### src/rtl/dpram_pkg.sv
// Shared definitions for the dual-port RAM burst reader: default sizes,
// address-width derivation and the reader FSM encoding.
package dpram_pkg;

    localparam int unsigned DefaultDataSize = 16;
    localparam int unsigned DefaultDepth    = 16;

    // Address width for a RAM of the given depth (at least one bit).
    function automatic int unsigned addr_width(input int unsigned depth);
        return (depth > 1) ? $clog2(depth) : 1;
    endfunction

    typedef enum logic [1:0] {
        StIdle,
        StRead,
        StDrain
    } state_e;

endpackage

### src/rtl/burst_skid_fifo.sv
// Two-entry FIFO buffering RAM read data (plus end-of-burst flag) in front of
// the output stream. The caller guarantees no push when full and no pop when
// empty.
module burst_skid_fifo #(
    parameter int unsigned Width = 16
) (
    input  logic             clk,
    input  logic             reset_n,
    input  logic             push_i,
    input  logic [Width-1:0] push_data_i,
    input  logic             push_last_i,
    input  logic             pop_i,
    output logic             valid_o,
    output logic [Width-1:0] data_o,
    output logic             last_o,
    output logic [1:0]       count_o
);

    logic [Width-1:0] data_q [2];
    logic [1:0]       last_q;
    logic             wr_ptr_q;
    logic             rd_ptr_q;
    logic [1:0]       count_q;

    // Storage, pointers and occupancy; push and pop in one cycle keep the count.
    always_ff @(posedge clk or negedge reset_n) begin
        if (!reset_n) begin
            for (int i = 0; i < 2; i++) begin
                data_q[i] <= '0;
            end
            last_q   <= '0;
            wr_ptr_q <= 1'b0;
            rd_ptr_q <= 1'b0;
            count_q  <= '0;
        end else begin
            if (push_i) begin
                data_q[wr_ptr_q] <= push_data_i;
                last_q[wr_ptr_q] <= push_last_i;
                wr_ptr_q         <= ~wr_ptr_q;
            end
            if (pop_i) begin
                rd_ptr_q <= ~rd_ptr_q;
            end
            count_q <= count_q + {1'b0, push_i} - {1'b0, pop_i};
        end
    end

    // Head of queue drives the stream directly.
    always_comb begin
        valid_o = (count_q != 2'd0);
        data_o  = data_q[rd_ptr_q];
        last_o  = last_q[rd_ptr_q] & valid_o;
        count_o = count_q;
    end

endmodule

### src/rtl/dpram_burst_reader.sv
// Reads a burst of consecutive words (wrapping at DEPTH) from a RAM with
// one-cycle read latency and streams them out with valid/ready handshaking.
// At most two words are ever outstanding or buffered.
module dpram_burst_reader
    import dpram_pkg::*;
#(
    parameter int unsigned DATA_SIZE = DefaultDataSize,
    parameter int unsigned DEPTH     = DefaultDepth,
    parameter int unsigned ADDR_W    = addr_width(DEPTH)
) (
    input  logic                 clk,
    input  logic                 reset_n,
    input  logic                 start,
    input  logic [ADDR_W-1:0]    base_addr,
    input  logic [ADDR_W:0]      burst_len,
    output logic                 mem_rd_en,
    output logic [ADDR_W-1:0]    mem_rd_addr,
    input  logic [DATA_SIZE-1:0] mem_rd_data,
    output logic                 m_valid,
    output logic [DATA_SIZE-1:0] m_data,
    output logic                 m_last,
    input  logic                 m_ready,
    output logic                 busy,
    output logic                 done
);

    localparam logic [ADDR_W-1:0] AddrLast = ADDR_W'(DEPTH - 1);
    localparam logic [ADDR_W-1:0] AddrOne  = ADDR_W'(1);
    localparam logic [ADDR_W:0]   LenOne   = (ADDR_W + 1)'(1);

    state_e            state_q;
    logic [ADDR_W-1:0] addr_q;
    logic [ADDR_W:0]   remain_q;
    logic              inflight_q;
    logic              inflight_last_q;
    logic              busy_q;
    logic              done_q;

    logic              pop;
    logic              issue;
    logic [2:0]        occupancy;
    logic [1:0]        fifo_count;

    // Issue a read only if buffered + in-flight words stay within the FIFO.
    // A pop this cycle frees a slot, which keeps a full-rate stream going.
    always_comb begin
        pop       = m_valid && m_ready;
        occupancy = {1'b0, fifo_count} + {2'b0, inflight_q} - {2'b0, pop};
        issue     = (state_q == StRead) && (occupancy < 3'd2);
    end

    // Burst FSM with registered status and read-address tracking.
    always_ff @(posedge clk or negedge reset_n) begin
        if (!reset_n) begin
            state_q         <= StIdle;
            addr_q          <= '0;
            remain_q        <= '0;
            inflight_q      <= 1'b0;
            inflight_last_q <= 1'b0;
            busy_q          <= 1'b0;
            done_q          <= 1'b0;
        end else begin
            done_q          <= 1'b0;
            inflight_q      <= issue;
            inflight_last_q <= issue && (remain_q == LenOne);
            case (state_q)
                StIdle: begin
                    if (start) begin
                        if (burst_len != '0) begin
                            addr_q   <= base_addr;
                            remain_q <= burst_len;
                            busy_q   <= 1'b1;
                            state_q  <= StRead;
                        end else begin
                            done_q <= 1'b1;
                        end
                    end
                end
                StRead: begin
                    if (issue) begin
                        addr_q   <= (addr_q == AddrLast) ? '0 : addr_q + AddrOne;
                        remain_q <= remain_q - LenOne;
                        if (remain_q == LenOne) begin
                            state_q <= StDrain;
                        end
                    end
                end
                StDrain: begin
                    if (pop && m_last) begin
                        busy_q  <= 1'b0;
                        done_q  <= 1'b1;
                        state_q <= StIdle;
                    end
                end
                default: state_q <= StIdle;
            endcase
        end
    end

    burst_skid_fifo #(
        .Width (DATA_SIZE)
    ) u_fifo (
        .clk         (clk),
        .reset_n     (reset_n),
        .push_i      (inflight_q),
        .push_data_i (mem_rd_data),
        .push_last_i (inflight_last_q),
        .pop_i       (pop),
        .valid_o     (m_valid),
        .data_o      (m_data),
        .last_o      (m_last),
        .count_o     (fifo_count)
    );

    // Drive RAM and status ports.
    always_comb begin
        mem_rd_en   = issue;
        mem_rd_addr = addr_q;
        busy        = busy_q;
        done        = done_q;
    end

endmodule

### config.mk
export PLATFORM = sky130hd
export DESIGN_NAME = dpram_burst_reader
export DESIGN_NICKNAME = d
export VERILOG_FILES = /design/src/rtl/dpram_pkg.sv /design/src/rtl/burst_skid_fifo.sv /design/src/rtl/dpram_burst_reader.sv
export SDC_FILE = /design/constraint.sdc
export NUM_CORES = 1
export LEC_CHECK = 0
export ABC_AREA = 0
export ABC_CLOCK_PERIOD_IN_PS = 6000
export CAP_MARGIN = 20
export CELL_PAD_IN_SITES_DETAIL_PLACEMENT = 0
export CELL_PAD_IN_SITES_GLOBAL_PLACEMENT = 2
export CORE_UTILIZATION = 36
export CTS_CLUSTER_SIZE = 8
export DETAILED_ROUTE_END_ITERATION = 10
export PLACE_DENSITY = 0.84
export SLEW_MARGIN = 20
export SYNTH_ARGS = -nofsm -noshare
export SYNTH_HDL_FRONTEND = slang
export SYNTH_HIERARCHICAL = 1
export SYNTH_SLANG_ARGS = --single-unit
### constraint.sdc
create_clock -name clk -period 6 [get_ports clk]
set_clock_uncertainty 0.15 [all_clocks]
set_input_delay 0.6 -clock clk [delete_from_list [all_inputs] [get_ports clk]]
set_output_delay 0.6 -clock clk [all_outputs]
set_load 0.005 [all_outputs]
==> results of run 1 <==
registers in the layout, summed over array words and instances (netlist names), 2 cells and up:
name and cells:
u_fifo/data_q 32, remain_q 5, mem_rd_addr 4, state_q 2, u_fifo/count_o 2, u_fifo/last_q 2
stage by stage:
step	instances	setup slack (ns)
final	354	2.17
after global routing	354	1.95
after CTS	354	2.17
after detailed placement	346	2.21
after global placement	346	2.24
after floorplan	202	3.35
cells in the final DEF, fill, tap and decap left out, drive strengths merged, types with 5 or more instances in the layout:
master	netlist	layout
mux2	50	50
inv	8	9
clkbuf	2	6
nor2	6	6
dfrtp	53	53
nand3	10	10
ha	5	5
o21ai	8	8
clkdlybuf4s50	0	52
nor3	6	6
a21oi	6	6
nand2	10	10
logic make-up (layout without fill, tap and decap cells):
family	Yosys count	after routing	share of synthesized area
buf+inv	15	71	0.0360
xor+xnor	6	6	0.0204
flops	53	53	0.516
simple gates	42	42	0.0842
compound gates	28	28	0.0705
mux	52	52	0.241
fa+ha+maj	6	6	0.0321
final cells by class:
type / count / area share
Clock buffer: 6 / 0.0223
Clock inverter: 2 / 0.00422
Inverter: 8 / 0.00921
Multi-Input combinational cell: 134 / 0.355
Sequential cell: 53 / 0.407
Tap cell: 96 / 0.0369
Timing Repair Buffer: 55 / 0.166
final timing paths:
check | start | end | slack (ns)
max reg2reg | u_fifo/count_o[1] | mem_rd_addr[2] | 3.22
min | reset_n | busy | 0.26
max in group asynchronous | reset_n | inflight_q | 4.98
min reg2reg | u_fifo/data_q[10] | u_fifo/data_q[10] | 0.36
max | m_ready | mem_rd_en | 2.17
min in group clk | u_fifo/data_q[10] | u_fifo/data_q[10] | 0.36
power by group:
part / switching [mW] / leakage, nW / total, mW / internal (mW)
Sequential: 0.134 / 0.633 / 0.660 / 0.526
Clock: 0.119 / 0.0456 / 0.202 / 0.0835
Combinational: 0.320 / 0.704 / 0.862 / 0.542
Total: 0.573 / 1.38 / 1.72 / 1.15
routing by layer:
layer  vias up  GRT usage  routed length, µm
met5         -          0                  0
met4         0     0.0455                 30
met3         4     0.0276                167
met2        38      0.217               2270
met1       845      0.210               2530
li1        837          -                  -
==> impl_results.md, run 1 <==
* Final Setup Violations at 0
* Sequential share of the synthesized area at 0.516
* Vias in the first global route at ~1700
* Leakage Power at about 1.4 nW
* CP most frequent cell: nand2_1
* # diodes at 0
* Die span in x at 86.5 µm
* Setup bufs post-CTS at 0
* H-Tree Depth at 2
* Post-DRT Antenna Nets at 0
* Total Routing Usage GR at 0.144
* Core area at 6830 µm²
* Fillcell total at between 600 and 700
* Total CTS buffers at 5
* Max Freq at roughly 260 MHz
* Period minus WS final at ~3.8 ns
* Worst rel slew slack at 0.414
* Placed Area at approximately 3200 µm²
* # DRC at 0
* Flops & latches, synth at 53
* Post-Synthesis Cells at approximately 200
* CTS tree: yes
* Finished Cell Area at around 3300 µm²
* Synth Area per Inst at around 13 µm²
* FF/Latch Area at 1330 µm²
* Nets at between 200 and 300
* Synthesized netlist net count at approximately 240
* Final Hold Viols at 0
* Worst-path clk slew at around 0.090 ns
* Post-synth EDFFs at 0
* CP delay by family, top: buffers and inverters
* DR vias at ~1700
* I/O pins at 54
* CP startpoint kind: input port
* Min-delay worst type: input port to asynchronous set/reset pin
* Top post-synthesis cells by area: dfrtp_1, mux2_2, mux2_4
* Critical path data arrival time at 3.08 ns
* Tightest Pin Transition at just under 0.9 ns
* Pwr/cell area at about 530 nW/µm²
* End-of-flow core utilization at 0.477
* First-pass GRT wire length at about 8400 µm
* Area growth syn-to-layout at 26.7%
* RSZ-0062 raised after global routing: no
* Min Hold Slack at approximately 0.26 ns
* Buf/Inv on CP at 3
* Crit Path Max Fanout at 8
* Outcome: complete, no violations
* Fin. max-slew vios at 0
* Slowest cell delay on critical path at roughly 0.55 ns
* Worst setup EP type: output port
* Initial Util at 0.377
* Fin Setup TNS at 0 ns
* Share of cells above drive strength 1 at 0.248
* DR vias/cell at ~4.9
* Max VDD drop at about 0.22 mV
* CTS Hold Bufs at 0
* Die Height at 86.5 µm
* Largest net degree at the start of global routing at between 50 and 60
* Worst EP required at roughly 5.3 ns
* Post-synth top area share at 0.516
* Clock Tree Buf Depth at 2
* Multi-input logic area at about 1200 µm²
* Num rows at 30
* Pwr Total at 1.72 mW
* CP Cell Sequence: clkdlybuf4s50_1 > nand2_1 > xnor2_1 > nand2_1 > fa_1 > xnor2_1 > nand2_1 > inv_1 > clkdlybuf4s50_1
* IO Port Bufs at 53
* Root buffer cell: clkbuf_8
* First-iteration detailed-routing DRC count at 73
* Most frequent cell after synthesis: dfrtp_1
* Distinct cells, synth at between 40 and 50
* DIE AREA at approximately 7500 µm²
* Synth warn at 6
* Cell Area, Synth at between 2000 and 3000 µm²
* Yosys top cell by area: dfrtp_1
* TritonRoute pass-1 iters at 4
* Skew-Pair Late Insertion Delay at 0.30 ns
* Slowest CP cell: clkdlybuf4s50_1
* Levels on crit path at 9
* R2R depth at 11
* DRT Wirelength at around 5000 µm
* Total global routing overflow at 0
* CTS sink count at 53
* Initial antenna violation count at 0
* Synth Flop Type: dfrtp_1
* Crit Path Class: input port to output port
* Max Cap Viol at 0
* Tcrit/Tclk final at 0.639
* Detailed placement HPWL at roughly 3400 µm
* Gpl congestion at 0.777
* Cts repair resizes at 0
* Ys async rst share at 1.00
* WL per Instance at 14.1 µm
* Most frequent cells after synthesis: dfrtp_1, mux2_2, mux2_4, nand3_1, nand2_1
(Power assumes the default switching activity.)
==> run 2, diff against run 1 <==
--- a/config.mk
+++ b/config.mk
@@ -6,14 +6,14 @@
 export NUM_CORES = 1
 export LEC_CHECK = 0
 export ABC_AREA = 0
-export ABC_CLOCK_PERIOD_IN_PS = 6000
+export ABC_CLOCK_PERIOD_IN_PS = 3850
 export CAP_MARGIN = 20
 export CELL_PAD_IN_SITES_DETAIL_PLACEMENT = 0
 export CELL_PAD_IN_SITES_GLOBAL_PLACEMENT = 2
-export CORE_UTILIZATION = 36
+export CORE_UTILIZATION = 34
 export CTS_CLUSTER_SIZE = 8
 export DETAILED_ROUTE_END_ITERATION = 10
-export PLACE_DENSITY = 0.84
+export PLACE_DENSITY = 0.8
 export SLEW_MARGIN = 20
 export SYNTH_ARGS = -nofsm -noshare
 export SYNTH_HDL_FRONTEND = slang
==> constraint.sdc (replaced) <==
create_clock -name clk -period 3.85 [get_ports clk]
set_clock_uncertainty 0.15 [all_clocks]
set_input_delay 0.385 -clock clk [delete_from_list [all_inputs] [get_ports clk]]
set_output_delay 0.385 -clock clk [all_outputs]
set_load 0.005 [all_outputs]
==> run 2 against run 1 <==
Compared with the run above: core utilization decreased by 2.8 points; flip-flop and latch count unchanged; register-to-register slack got worse by 2.2 ns; critical endpoint unchanged.
==> impl_results.md, run 2 (synthesized netlist as in run 1, its figures left out) <==
* R2R depth at 11 (unchanged)
* First-iteration detailed-routing DRC count at 36 (was 73)
* Critical path startpoint: u_fifo/count_o[1] (was m_ready)
* Detailed placement HPWL at 3590 µm (was 3420 µm)
* WL per Instance at 14.4 µm (was 14.1 µm)
* Max reg flops at 32 (unchanged)
* Crit Path Class: register to output port (was input port to output port)
* TritonRoute pass-1 iters at 4 (unchanged)
* Placed cells at 349 (was 346)
* Worst rel slew slack at 0.397 (was 0.414)
* DR top layer: met4 (unchanged)
* H-Tree Depth at 2 (unchanged)
* Reg2Reg Setup Slack at 1.07 ns (was 3.22 ns)
* Setup crit end: mem_rd_en (unchanged)
* Skew-Pair Late Insertion Delay at 0.30 ns (about the same)
* Worst setup EP type: output port (unchanged)
* DR vias at 1718 (was 1724)
* DIE AREA at 7920 µm² (was 7490 µm²)
* Worst-path clk slew at 0.09 ns (about the same)
* Crit Path Max Fanout at 8 (unchanged)
* DR vias/cell at 4.81 (was 4.87)
* Leakage Power at 1.38 nW (about the same)
* DRT Wirelength at 5150 µm (was 5000 µm)
* Num rows at 31 (was 30)
* Die Height at 89.0 µm (was 86.5 µm)
* Period minus WS final at between 3 and 4 ns
* Total global routing overflow at 0 (unchanged)
* Slowest CP cell: clkdlybuf4s50_1 (unchanged)
* Share of cells above drive strength 1 at 0.252 (was 0.248)
* Vias in the first global route at 1730 (was 1727)
* Met2 wire len at 2420 µm (was 2270 µm)
* M1 WL at 2420 µm (was 2530 µm)
* Final Setup Violations at 0 (unchanged)
* CP Cell Sequence: nor2_1 > inv_1 > nand2_1 > xnor2_1 > nand2_1 > fa_1 > and3b_1 > nand2_1 > inv_1 > clkdlybuf4s50_1 (was clkdlybuf4s50_1 > nand2_1 > xnor2_1 > nand2_1 > fa_1 > xnor2_1 > nand2_1 > inv_1 > clkdlybuf4s50_1)
* Fin. max-slew vios at 0 (unchanged)
* Post-DRT Antenna Nets at 0 (unchanged)
* # DRC at 0 (unchanged)
* Initial antenna violation count at 0 (unchanged)
* Initial Util at 0.353 (was 0.377)
* Total CTS buffers at 5 (unchanged)
* Max Freq at ~280 MHz
* Max Cap Viol at 0 (unchanged)
* Min-delay worst type: input port to asynchronous set/reset pin (unchanged)
* Setup bufs post-CTS at 0 (unchanged)
* CTS tree: yes (unchanged)
* # diodes at 0 (unchanged)
* Levels on crit path at 10 (was 9)
* Tcrit/Tclk final at 0.912
* Largest net degree at the start of global routing at 41 (was 54)
* Root buffer cell: clkbuf_8 (unchanged)
* Post-Layout Cell Count at 357 (was 354)
* Worst EP required at 3.31 ns (was 5.25 ns)
* Critical path data arrival time at 2.98 ns (was 3.08 ns)
* CP startpoint kind: register (was input port)
* Total Routing Usage GR at 0.140 (was 0.144)
* CP most frequent cell: nand2_1 (unchanged)
* Final Hold Viols at 0 (unchanged)
* First-pass GRT wire length at 8360 µm (unchanged)
* RSZ-0062 raised after global routing: no (unchanged)
* CTS Hold Bufs at 0 (unchanged)
* Max VDD drop at 0.405 mV (was 0.222 mV)
* CP delay by family, top: buffers and inverters (unchanged)
* Fin Setup TNS at 0 ns (unchanged)
* Routed met3 length at 266 µm (was 167 µm)
* Clock Tree Buf Depth at 2 (unchanged)
* R2r endpoint: mem_rd_addr[2] (unchanged)
* Pwr/cell area at 828 nW/µm² (was 529 nW/µm²)
* Die span in x at 89.0 µm (was 86.5 µm)
* Commonest non-fill, non-tap cell in the layout: dfrtp_1 (unchanged)
* Outcome: complete, no violations (unchanged)
* Buf/Inv on CP at 3 (unchanged)
* Most frequent cells in the layout: dfrtp_1, clkdlybuf4s50_1, mux2_2 (unchanged)
* Gpl congestion at 0.777 (about the same)
* Slowest cell delay on critical path at 0.55 ns (about the same)
* CTS sink count at 53 (unchanged)
* Core area at 7290 µm² (was 6830 µm²)
* Area growth syn-to-layout at 27.2% (was 26.7%)
* Reg with most FFs: u_fifo/data_q (unchanged)
* Nets at 292 (unchanged)
* RR Startpoint: u_fifo/count_o[1] (unchanged)
* I/O pins at 54 (unchanged)
* Cts repair resizes at 0 (unchanged)
* Tightest Pin Transition at 0.905 ns (was 0.879 ns)
* IO Port Bufs at 53 (unchanged)
## run 2: per-stage QoR
stage	setup WS, ns	total power, mW	utilization	area (µm²)	hold WS [ns]
final	0.340	2.71	0.449	3270	0.0559
after global routing	0.0768	2.94	0.449	3270	0.125
after CTS	0.276	2.75	0.448	3260	0.0907
after detailed placement	0.452	2.41	0.436	3180	0.337
after global placement	0.502	2.40	0.436	3180	0.331
after floorplan	1.29	1.87	-	2570	-0.0606
## run 2: how the worst min path moves through the flow
stage                            from                 to  slack, ns  cells after the start
floorplan                     reset_n               busy      -0.06                      0
global placement    u_fifo/data_q[10]  u_fifo/data_q[10]       0.33                      1
finish                        reset_n  u_fifo/data_q[22]       0.06                      1
global route                  reset_n   u_fifo/data_q[9]       0.13                      1
CTS                           reset_n   u_fifo/data_q[9]       0.09                      1
detailed placement   u_fifo/data_q[0]   u_fifo/data_q[0]       0.34                      1
## run 2: report_power, final
part / switching, mW / internal, mW / total (mW)
Sequential: 0.207 / 0.820 / 1.03
Combinational: 0.513 / 0.856 / 1.37
Clock: 0.183 / 0.129 / 0.312
Total: 0.904 / 1.80 / 2.71
## run 2: layout make-up
| type | instances | area (µm²) |
|---|---|---|
| clock buffers | 6 | 72.6 |
| clock inverters | 2 | 15.0 |
| fillers | 711 | 4020 |
| inverters | 8 | 30.0 |
| multi-input cells | 134 | 1160 |
| flip-flops and latches | 53 | 1330 |
| well taps | 99 | 124 |
| repair buffers | 55 | 541 |
## run 2: metal layers
layer	up-vias	GRT usage
met5	-	0
li1	827	-
met3	6	0.0360
met4	0	0.0390
met2	44	0.234
met1	841	0.179
